[src/rtl/switch_debouncer_if.sv]
// Switch debouncer signal bundle: raw switch levels and tick in, debounced value and change strobe out.
interface switch_debouncer_if #(
  parameter int unsigned WIDTH = 4
);
  logic             tick;
  logic [WIDTH-1:0] switch_in;
  logic [WIDTH-1:0] switch_out;
  logic             changed;
  logic [WIDTH-1:0] changed_mask;

  modport master (
    output tick,
    output switch_in,
    input  switch_out,
    input  changed,
    input  changed_mask
  );

  modport slave (
    input  tick,
    input  switch_in,
    output switch_out,
    output changed,
    output changed_mask
  );
endinterface

[src/rtl/switch_debouncer.sv]
// Per-bit two-flop synchronizer plus tick-gated stability counter; emits a clean switch value
// and a registered one-cycle change strobe with a per-bit mask.
module switch_debouncer #(
  parameter int unsigned      WIDTH        = 4,
  parameter int unsigned      STABLE_COUNT = 4,
  parameter logic [WIDTH-1:0] RESET_VALUE  = '0
) (
  input logic               clock,
  input logic               n_reset,
  switch_debouncer_if.slave sw
);
  localparam int unsigned   CW   = $clog2(STABLE_COUNT + 1);
  localparam logic [CW-1:0] LAST = CW'(STABLE_COUNT - 1);

  logic [WIDTH-1:0] sync1;
  logic [WIDTH-1:0] sync2;
  logic [WIDTH-1:0] out_q;
  logic [WIDTH-1:0] out_d;
  logic [WIDTH-1:0] mask_q;
  logic [WIDTH-1:0] mask_d;
  logic             changed_q;
  logic [CW-1:0]    cnt_q [WIDTH];
  logic [CW-1:0]    cnt_d [WIDTH];

  // A bit whose synchronized level matches the output is idle and its count is discarded;
  // otherwise it advances on ticks and is accepted on the STABLE_COUNT-th one.
  always_comb begin
    out_d  = out_q;
    mask_d = '0;
    cnt_d  = cnt_q;
    for (int unsigned i = 0; i < WIDTH; i++) begin
      if (sync2[i] == out_q[i]) begin
        cnt_d[i] = '0;
      end else if (sw.tick) begin
        if (cnt_q[i] == LAST) begin
          out_d[i]  = sync2[i];
          mask_d[i] = 1'b1;
          cnt_d[i]  = '0;
        end else begin
          cnt_d[i] = cnt_q[i] + 1'b1;
        end
      end
    end
  end

  always_ff @(posedge clock or negedge n_reset) begin
    if (!n_reset) begin
      sync1     <= RESET_VALUE;
      sync2     <= RESET_VALUE;
      out_q     <= RESET_VALUE;
      mask_q    <= '0;
      changed_q <= 1'b0;
      for (int unsigned i = 0; i < WIDTH; i++) begin
        cnt_q[i] <= '0;
      end
    end else begin
      sync1     <= sw.switch_in;
      sync2     <= sync1;
      out_q     <= out_d;
      mask_q    <= mask_d;
      changed_q <= |mask_d;
      cnt_q     <= cnt_d;
    end
  end

  assign sw.switch_out   = out_q;
  assign sw.changed      = changed_q;
  assign sw.changed_mask = mask_q;
endmodule

[src/flat_wrapper.sv]
// flat-port wrapper written by rule: the top's interface ports become plain ports
module switch_debouncer_flat 
#(
  parameter int unsigned      WIDTH        = 4,
  parameter int unsigned      STABLE_COUNT = 4,
  parameter logic [WIDTH-1:0] RESET_VALUE  = '0
)
  (clock, n_reset, sw_tick, sw_switch_in, sw_switch_out, sw_changed, sw_changed_mask);
  switch_debouncer_if #(.WIDTH(WIDTH)) sw_i ();
  input logic clock;
  input logic n_reset;
  input wire logic [$bits(sw_i.tick)-1:0] sw_tick;
  input wire logic [$bits(sw_i.switch_in)-1:0] sw_switch_in;
  output wire logic [$bits(sw_i.switch_out)-1:0] sw_switch_out;
  output wire logic [$bits(sw_i.changed)-1:0] sw_changed;
  output wire logic [$bits(sw_i.changed_mask)-1:0] sw_changed_mask;
  assign sw_i.tick = sw_tick;
  assign sw_i.switch_in = sw_switch_in;
  assign sw_switch_out = sw_i.switch_out;
  assign sw_changed = sw_i.changed;
  assign sw_changed_mask = sw_i.changed_mask;
  switch_debouncer #(.WIDTH(WIDTH), .STABLE_COUNT(STABLE_COUNT), .RESET_VALUE(RESET_VALUE)) u_core (.clock(clock), .n_reset(n_reset), .sw(sw_i));
endmodule
[config.mk]
export PLATFORM = sky130hd
export DESIGN_NAME = switch_debouncer_flat
export DESIGN_NICKNAME = d
export VERILOG_FILES = /design/src/rtl/switch_debouncer_if.sv /design/src/rtl/switch_debouncer.sv /design/src/flat_wrapper.sv
export SDC_FILE = /design/constraint.sdc
export NUM_CORES = 1
export LEC_CHECK = 0
export ABC_CLOCK_PERIOD_IN_PS = 3150
export CAP_MARGIN = 10
export CORE_ASPECT_RATIO = 1.75
export CORE_UTILIZATION = 45
export CTS_CLUSTER_SIZE = 16
export DETAILED_ROUTE_END_ITERATION = 16
export GPL_TIMING_DRIVEN = 1
export PLACE_DENSITY = 0.68
export SLEW_MARGIN = 20
export SYNTH_ARGS = -nofsm -noshare
export SYNTH_HDL_FRONTEND = slang
export SYNTH_SLANG_ARGS = --single-unit
[constraint.sdc]
create_clock -name clock -period 3.15 [get_ports clock]
set_input_delay 0.315 -clock clock [delete_from_list [all_inputs] [get_ports clock]]
set_output_delay 0.315 -clock clock [all_outputs]
set_load 0.02 [all_outputs]
# After elaboration in Yosys (flattened, before gate mapping)
# Cells that the tools add are included.
[word_totals]
romBits = 0
elab_cells = 61
ff_bits = 29
out_inout_bits = 9
mem_count = 0
inputBits = 7
ram_bits = 0
latchBits = 0
[classes]
eq_ne = 8
n_mux = 24
mul = 0
reduce_logical = 9
bitwise_logic = 4
shifts = 0
addsub = 4
n_lt_le_gt_ge = 0
n_div = 0
[ops]
columns = ["op", "count"]
rows = [
  ["two-way mux 3 bit", 12],
  ["adder 3 x 1 -> 3 bit (second input constant)", 4],
  ["== test 3 x 2 -> 1 bit (second input constant)", 4],
  ["two-way mux 1 bit", 12],
  ["AND reduction 3 bit", 4],
  ["nonzero test 2 bit", 4],
  ["== test 1 bit", 4],
  ["inverter 1 bit", 4],
  ["OR reduction 4 bit", 1],
]

# Depth between registers and ports, before layout
# Gate-level depths: netlist (run 1).
[logic_depth]
ltp_word = 5
ltp_mapped = 5
depth_no_buf = 4

# Worst setup path after synthesis (run 1)
# Ideal clock, no wire load.
[synth_timing]
path_kind = "flip-flop to flip-flop"
start = "reg u_core.out_q[2], in the netlist u_core.sw.switch_out[2]"
end = "reg u_core.changed_q, in the netlist u_core.sw.changed"
setup_slack_ns = 1.714
t_arrival_ns = 1.298
setup_ns = 0.138
n_path_buf = 0
stages_incl_launch_ff = 4
required_time_ns = 3.012
synth_period_minus_slack_ns = 1.436
cell_sequence = "dfrtp_1 xnor2_2 nor3b_2 or4_1"
[synth_between]
elab_chain_len = 3
[synth_rtl]
columns = ["element", "line", "text"]
rows = [
  ["start, declared", "switch_debouncer.sv:17", "logic [WIDTH-1:0] out_q;"],
  ["start signal, assigned", "switch_debouncer.sv:59", "out_q <= out_d;"],
  ["== test 1 bit", "switch_debouncer.sv:32", "if (sync2[i] == out_q[i]) begin"],
  ["two-way mux 1 bit", "switch_debouncer.sv:32", ""],
  ["named net u_core.mask_d[2]", "switch_debouncer.sv:20", "logic [WIDTH-1:0] mask_d;"],
  ["OR reduction 4 bit", "switch_debouncer.sv:61", "changed_q <= |mask_d;"],
  ["end signal, assigned", "switch_debouncer.sv:61", ""],
  ["end, declared", "switch_debouncer.sv:21", "logic changed_q;"],
]
# The timed path passes the listed nets, and every way through them passes these cells.
# A chain may end at the register's enable or synchronous reset.

# Final worst setup path (run 1)
[layout_timing]
start = "in sw_tick"
end = "reg u_core.out_q[3], in the netlist u_core.sw.switch_out[3]"
[layout_between]
elab_chain_len = 1
[layout_rtl]
columns = ["element", "line", "text"]
rows = [
  ["start, declared", "flat_wrapper.sv:12", "input wire logic [$bits(sw_i.tick)-1:0] sw_tick;"],
  ["AND reduction 3 bit (no line)", "n/a", ""],
]
# No other way between the ends.

==> summary.txt, run 1 <==
wire length on met1 -> 735 um
simple-gate area share of the yosys netlist -> 18.76%
critical path peak fanout -> 21
FF+latch count, synth -> 29
WP depth -> 4
Min-Delay Path Depth -> 0
residual DRC count -> 0
routability cong. -> 0.7016
I/O pins -> 16
worst-margin pin slew -> 0.6017 ns
Yosys cell types -> 18
Synth Instances -> 87
CTS tree -> done
DRT iter0 DRCs -> 26
vias in the first global route -> 658
DRT antenna net count -> 0
Hold Buf Count CTS -> 0
1st-pass router iterations -> 4
Synth Area in Compound Gates -> 3.053%
total of warnings raised by yosys -> 0
first-pass GRT wire length -> 2801 um
clock sinks -> 29
Post-CTS Setup Bufs -> 0
Leak -> 0.6517 nW
Fin. Hold Viols -> 0
max_slew headroom -> 59.76%
clock skew -> 0.006405 ns
Resize count post-CTS -> 0
clock slew at reported path FFs -> 0.07 ns
Final period util -> 56.23%
Num CTS Buffers -> 5
Syn-to-layout area delta -> 25.74%
routed length on met3 -> 77 um
Final nets -> 119
status -> finished, final reports clean
mux cell area share after synthesis -> 4.798%
XOR/XNOR Fraction of Synth Area -> 5.016%
Starting Density -> 48.62%
initial antenna violation count -> 0
Clock Tree Buf Depth -> 2
Post-Syn Area -> 1147 um2
ratio of cells with drive above 1 in the final layout -> 17.43%
crit path DAT -> 1.94 ns
minimum clock period -> 1.771 ns
vias -> 672
Power Dens Cells -> 710.9 nW/um2
gr usage total -> 16.21%
setup violators final -> 0
number of H-tree levels -> 2
Detail Route met2 WL -> 743 um
final core occ -> 61.13%
largest net degree at the start of global routing -> 30
Mapped Nets -> 98
CP max stage delay -> 0.85 ns
die footprint -> 2764 um2
peak supply drop -> 0.0005205 V
number of max-cap violations -> 0
Hold WC Path Type -> flip-flop to flip-flop
diodes inserted -> 0
fin. max-slew vios -> 0
CTS root buf -> clkbuf_8
drt via density -> 5.015
Post-Synth Adder-Cell Area -> 4.362%
Final HPWL DP -> 1134 um
wire per inst -> 12.01 um
row count -> 23
Core Footprint -> 2360 um2
Top delay family on crit path -> buffers and inverters
Seq/Total Area, Yosys -> 63.25%
Top Layer Used -> met4
Clk Latency, worst-skew pair -> 0.28 ns
setup TNS -> 0 ns
Syn Area/Cell -> 13.19 um2
Crit. End Element -> flip-flop
Max Freq -> 564.6 MHz
Die H -> 68.80 um
Filler cells -> 187
RSZ-0062 raised after global routing -> no
Register-to-Register Path Depth -> 4
worst setup path category -> input port to flip-flop
die width -> 40.17 um
type of origin of the critical path -> input port
grt ovf -> 0
CP bufs+invs -> 1
CP Cell Sequence -> clkdlybuf4s50_1 -> nand2_1 -> nor3_2 -> mux2_2
slowest CP cell -> clkdlybuf4s50_1
Req. time, crit path -> 3.32 ns
main combinational cell family by area after synthesis -> simple AND/OR/NAND/NOR gates
Detailed Route WL -> 1609 um
setup slack, reg-to-reg -> 1.65 ns
Port Buffers -> 15
[state kept, by name, indices dropped and copies added (netlist names)]
signal and cells:
u_core.sync1 4, u_core.sw.changed 1, u_core.cnt_q 12, u_core.sync2 4, u_core.sw.changed_mask 4, u_core.sw.switch_out 4
[Yosys cell counts, drive strengths merged]
cell    number  area share (%)
nor3b        2             2.2
nor2         5             1.6
nand3        3             1.3
ha           4             4.4
nand2        8             2.6
nand3b       4             2.6
xnor2        4             5.0
nor3         2             1.7
or4          1            0.65
mux2         4             3.9
dfrtp       29              63
nand2b      11             6.0
buf          1            0.44
mux2i        1            0.87
clkbuf       1            0.33
a21oi        7             3.1
[per-stage QoR]
stage | hold slack, ns | power [W] | worst slack (ns) | cell area [um2] | instances
floorplan | 0.01941 | 0.0005828 | 1.714 | 1147 | 87
global placement | 0.3334 | 0.0006481 | 1.091 | 1328 | 126
detailed placement | 0.3347 | 0.0006553 | 1.061 | 1328 | 126
CTS | 0.3511 | 0.001044 | 1.366 | 1443 | 134
global route | 0.3518 | 0.001084 | 1.247 | 1443 | 134
finish | 0.3493 | 0.001026 | 1.379 | 1443 | 134
[worst register-to-register path, cell delays in order (launching register included)]
cell      delay, ns
dfrtp_1        0.40
ha_1           0.22
nand2b_1       0.14
nor3b_2        0.08
or4_1          0.53
[per-layer routing]
layer	track usage, %	vias to the layer above
met5	0	-
met4	12.50	0
met3	7.692	5
met2	23.39	19
met1	17.61	315
li1	-	333
[cell usage in the layout (no fill, tap or decap), types with 2 or more instances in the layout]
cell and count:
dfrtp_1 29, clkdlybuf4s50_1 15, nand2b_1 11, nand2_1 8, a21oi_1 7, nor2_1 5, clkbuf_8 5, nand3b_1 4
ha_1 4, xnor2_2 3, mux2_2 3, nand3_1 3, nor3b_2 2, nor3_2 2
[worst paths after layout]
check / end / startpoint
worst max-delay path: u_core.sw.switch_out[3] / sw_tick
worst min register to register: u_core.sync2[2] / u_core.sync1[2]
max in group asynchronous: u_core.cnt_q[10] / n_reset
worst max register to register: u_core.sw.changed / u_core.cnt_q[3]
min in group asynchronous: u_core.cnt_q[6] / n_reset
worst min-delay path: u_core.sync2[2] / u_core.sync1[2]
[power by group]
part	leakage, nW	internal (W)	total, W	switching (W)
logic	0.218	0.0000963	0.000187	0.0000909
clock network	0.0543	0.000236	0.000380	0.000144
registers	0.380	0.000421	0.000458	0.0000373
total	0.652	0.000753	0.00103	0.000272
[final cells by class]
cell class / count / area [um2] / share of cell area, %
Sequential cell: 29 / 725.7 / 50.30
Multi-Input combinational cell: 56 / 412.9 / 28.62
Timing Repair Buffer: 16 / 157.7 / 10.93
Clock buffer: 5 / 68.82 / 4.770
Clock inverter: 3 / 46.29 / 3.209
Tap cell: 25 / 31.28 / 2.168
[cells by family (layout without fill, tap and decap cells)]
| group | after synthesis | in the layout |
|---|---|---|
| buffers and inverters | 2 | 24 |
| XOR/XNOR | 4 | 4 |
| multiplexers | 5 | 5 |
| flip-flops | 29 | 29 |
| adder cells (fa/ha/maj) | 4 | 4 |
| AO/OA/AOI/OAI | 7 | 7 |
| AND/OR/NAND/NOR | 36 | 36 |
Note: power is estimated with default switching activity, not from simulation.
==> run 2, diff against run 1 <==
- ABC_CLOCK_PERIOD_IN_PS: 3150 -> 1400
- PLACE_DENSITY: 0.68 -> 0.7
- clock period: 3.15 -> 1.4 ns (I/O delays scaled with it)
==> run 2 against run 1 <==
Power increased by 120%. Die area unchanged. Clock skew increased by 0.0019 ns. Sequential power increased by 120%. Critical path depth unchanged.
==> summary.txt, run 2 (same netlist as run 1, synthesis figures left out) <==
status -> finished, final reports clean
Tot Pwr -> 0.002220 W (+120%)
Top reg by flops -> u_core.cnt_q
Num CTS Buffers -> 5 (unchanged)
commonest non-fill, non-tap cell in the layout -> dfrtp_1
Hold WC Path Type -> input port to asynchronous set/reset pin
number of max-cap violations -> 0 (unchanged)
Max Freq -> 723.6 MHz
Fin. Hold Viols -> 0 (unchanged)
DRT iter0 DRCs -> 17 (-35%)
first-pass GRT wire length -> 3215 um (+15%)
fin. max-slew vios -> 0 (unchanged)
Hold Buf Count CTS -> 0 (unchanged)
ratio of cells with drive above 1 in the final layout -> 31.45% (+14 points)
Syn-to-layout area delta -> 35.33%
routability cong. -> 0.6501 (-7.3%)
Core Footprint -> 2360 um2 (unchanged)
Cells after DPL -> 136 (+7.9%)
Port Buffers -> 15 (unchanged)
number of H-tree levels -> 2 (unchanged)
Power Dens Cells -> 1430 nW/um2 (+100%)
clock sinks -> 29 (unchanged)
minimum clock period -> 1.382 ns
largest net degree at the start of global routing -> 30 (unchanged)
Clock Tree Buf Depth -> 2 (unchanged)
multi-input combinational cell area -> 446.7 um2 (+8.2%)
I/O pins -> 16 (unchanged)
RSZ-0062 raised after global routing -> yes
clock slew at reported path FFs -> 0.06 ns (about the same)
gr usage total -> 18.25% (+2.0 points)
worst-margin pin slew -> 0.3696 ns (-0.2321 ns)
peak supply drop -> 0.001140 V (+120%)
max_slew headroom -> 75.36% (+16 points)
drt via density -> 5.067 (+1.0%)
setup slack, reg-to-reg -> 0.02 ns (-1.63 ns)
clock skew -> 0.008264 ns (+0.001860 ns)
residual DRC count -> 0 (unchanged)
initial antenna violation count -> 0 (unchanged)
vias -> 755 (+12%)
Final nets -> 134 (+13%)
diodes inserted -> 0 (unchanged)
worst setup path category -> flip-flop to flip-flop
Leak -> 0.7420 nW (+14%)
crit path DAT -> 1.53 ns (-0.41 ns)
1st-pass router iterations -> 4 (unchanged)
die width -> 40.17 um (unchanged)
Clk Latency, worst-skew pair -> 0.28 ns (about the same)
type of origin of the critical path -> flip-flop
Req. time, crit path -> 1.55 ns (-1.77 ns)
critical path peak fanout -> 3 (-86%)
Starting Density -> 48.62% (unchanged)
Die H -> 68.80 um (unchanged)
max FFs per register -> 12 (unchanged)
wire per inst -> 13.07 um (+8.9%)
row count -> 23 (unchanged)
die footprint -> 2764 um2 (unchanged)
CTS tree -> done
Final period util -> 98.72%
Filler cells -> 188 (+0.53%)
leading cell types in the layout, fill and taps excluded -> dfrtp_1 (28), buf_4 (16), nand2b_1 (10), clkdlybuf4s50_1 (10), a21oi_1 (7)
post-route insts no fill -> 149 (+11%)
FF/Latch Area -> 726.9 um2 (+0.17%)
vias in the first global route -> 781 (+19%)
Final HPWL DP -> 1326 um (+17%)
grt ovf -> 0 (unchanged)
DRT antenna net count -> 0 (unchanged)
Crit. End Element -> flip-flop
setup violators final -> 0 (unchanged)
CTS root buf -> clkbuf_8
Detailed Route WL -> 1948 um (+21%)
run 2: area by class of cell:
class / instances / share of cell area (%)
Sequential cell: 29 / 46.82
Multi-Input combinational cell: 56 / 28.77
Timing Repair Buffer: 31 / 17.24
Clock buffer: 8 / 5.157
Tap cell: 25 / 2.015
run 2: per-stage QoR:
stage	instance area [um2]	util [%]	TNS (ns)	worst slack [ns]	hold WS (ns)
finish	1553	65.80	0	0.01796	0.2476
global route	1553	65.80	-0.07669	-0.03014	0.2935
floorplan	1149	-	0	0.01058	-0.1556
global placement	1404	59.49	-0.5323	-0.1519	0.3329
CTS	1504	63.73	-0.02313	-0.02313	0.2534
detailed placement	1404	59.49	-0.6993	-0.1869	0.3388
run 2: final timing paths:
kind,from,endpoint,depth (start not counted)
worst max-delay path,u_core.cnt_q[0],u_core.sw.changed,4
worst min-delay path,n_reset,u_core.cnt_q[9],2
worst max register to register,u_core.cnt_q[0],u_core.sw.changed,4
worst min register to register,u_core.sync1[0],u_core.sync2[0],0
max in group asynchronous,n_reset,u_core.sw.switch_out[2],2
min in group clock,sw_switch_in[3],u_core.sync1[3],1
run 2: layer usage:
layer,vias to the layer above,track usage [%],share of wire (%)
met2,18,30.24,52
met1,370,17.71,40
met3,6,6.731,5.0
li1,361,-,-
met4,0,12.50,3.2
met5,-,0,0
run 2: what timing repair did:
action / in CTS / in global routing
endpoints found under the hold margin: 0 / 0
gates cloned: 0 / 0
pin swaps: 3 / 5
setup buffers: 3 / 2
gates resized for setup: 5 / 9
setup endpoints to repair: 5 / 5
run 2: critical path: stages, from the launching register on:
cell	delay, ns
dfrtp_1	0.39
ha_1	0.23
nand2_2	0.07
nor3_2	0.06
or4_4	0.51
run 2: power breakdown:
part | total, W | switching (W) | internal, W | leakage (nW)
sequential | 0.00103 | 0.0000845 | 0.000949 | 0.378
clock | 0.000642 | 0.000290 | 0.000352 | 0.0395
combinational | 0.000545 | 0.000245 | 0.000299 | 0.324
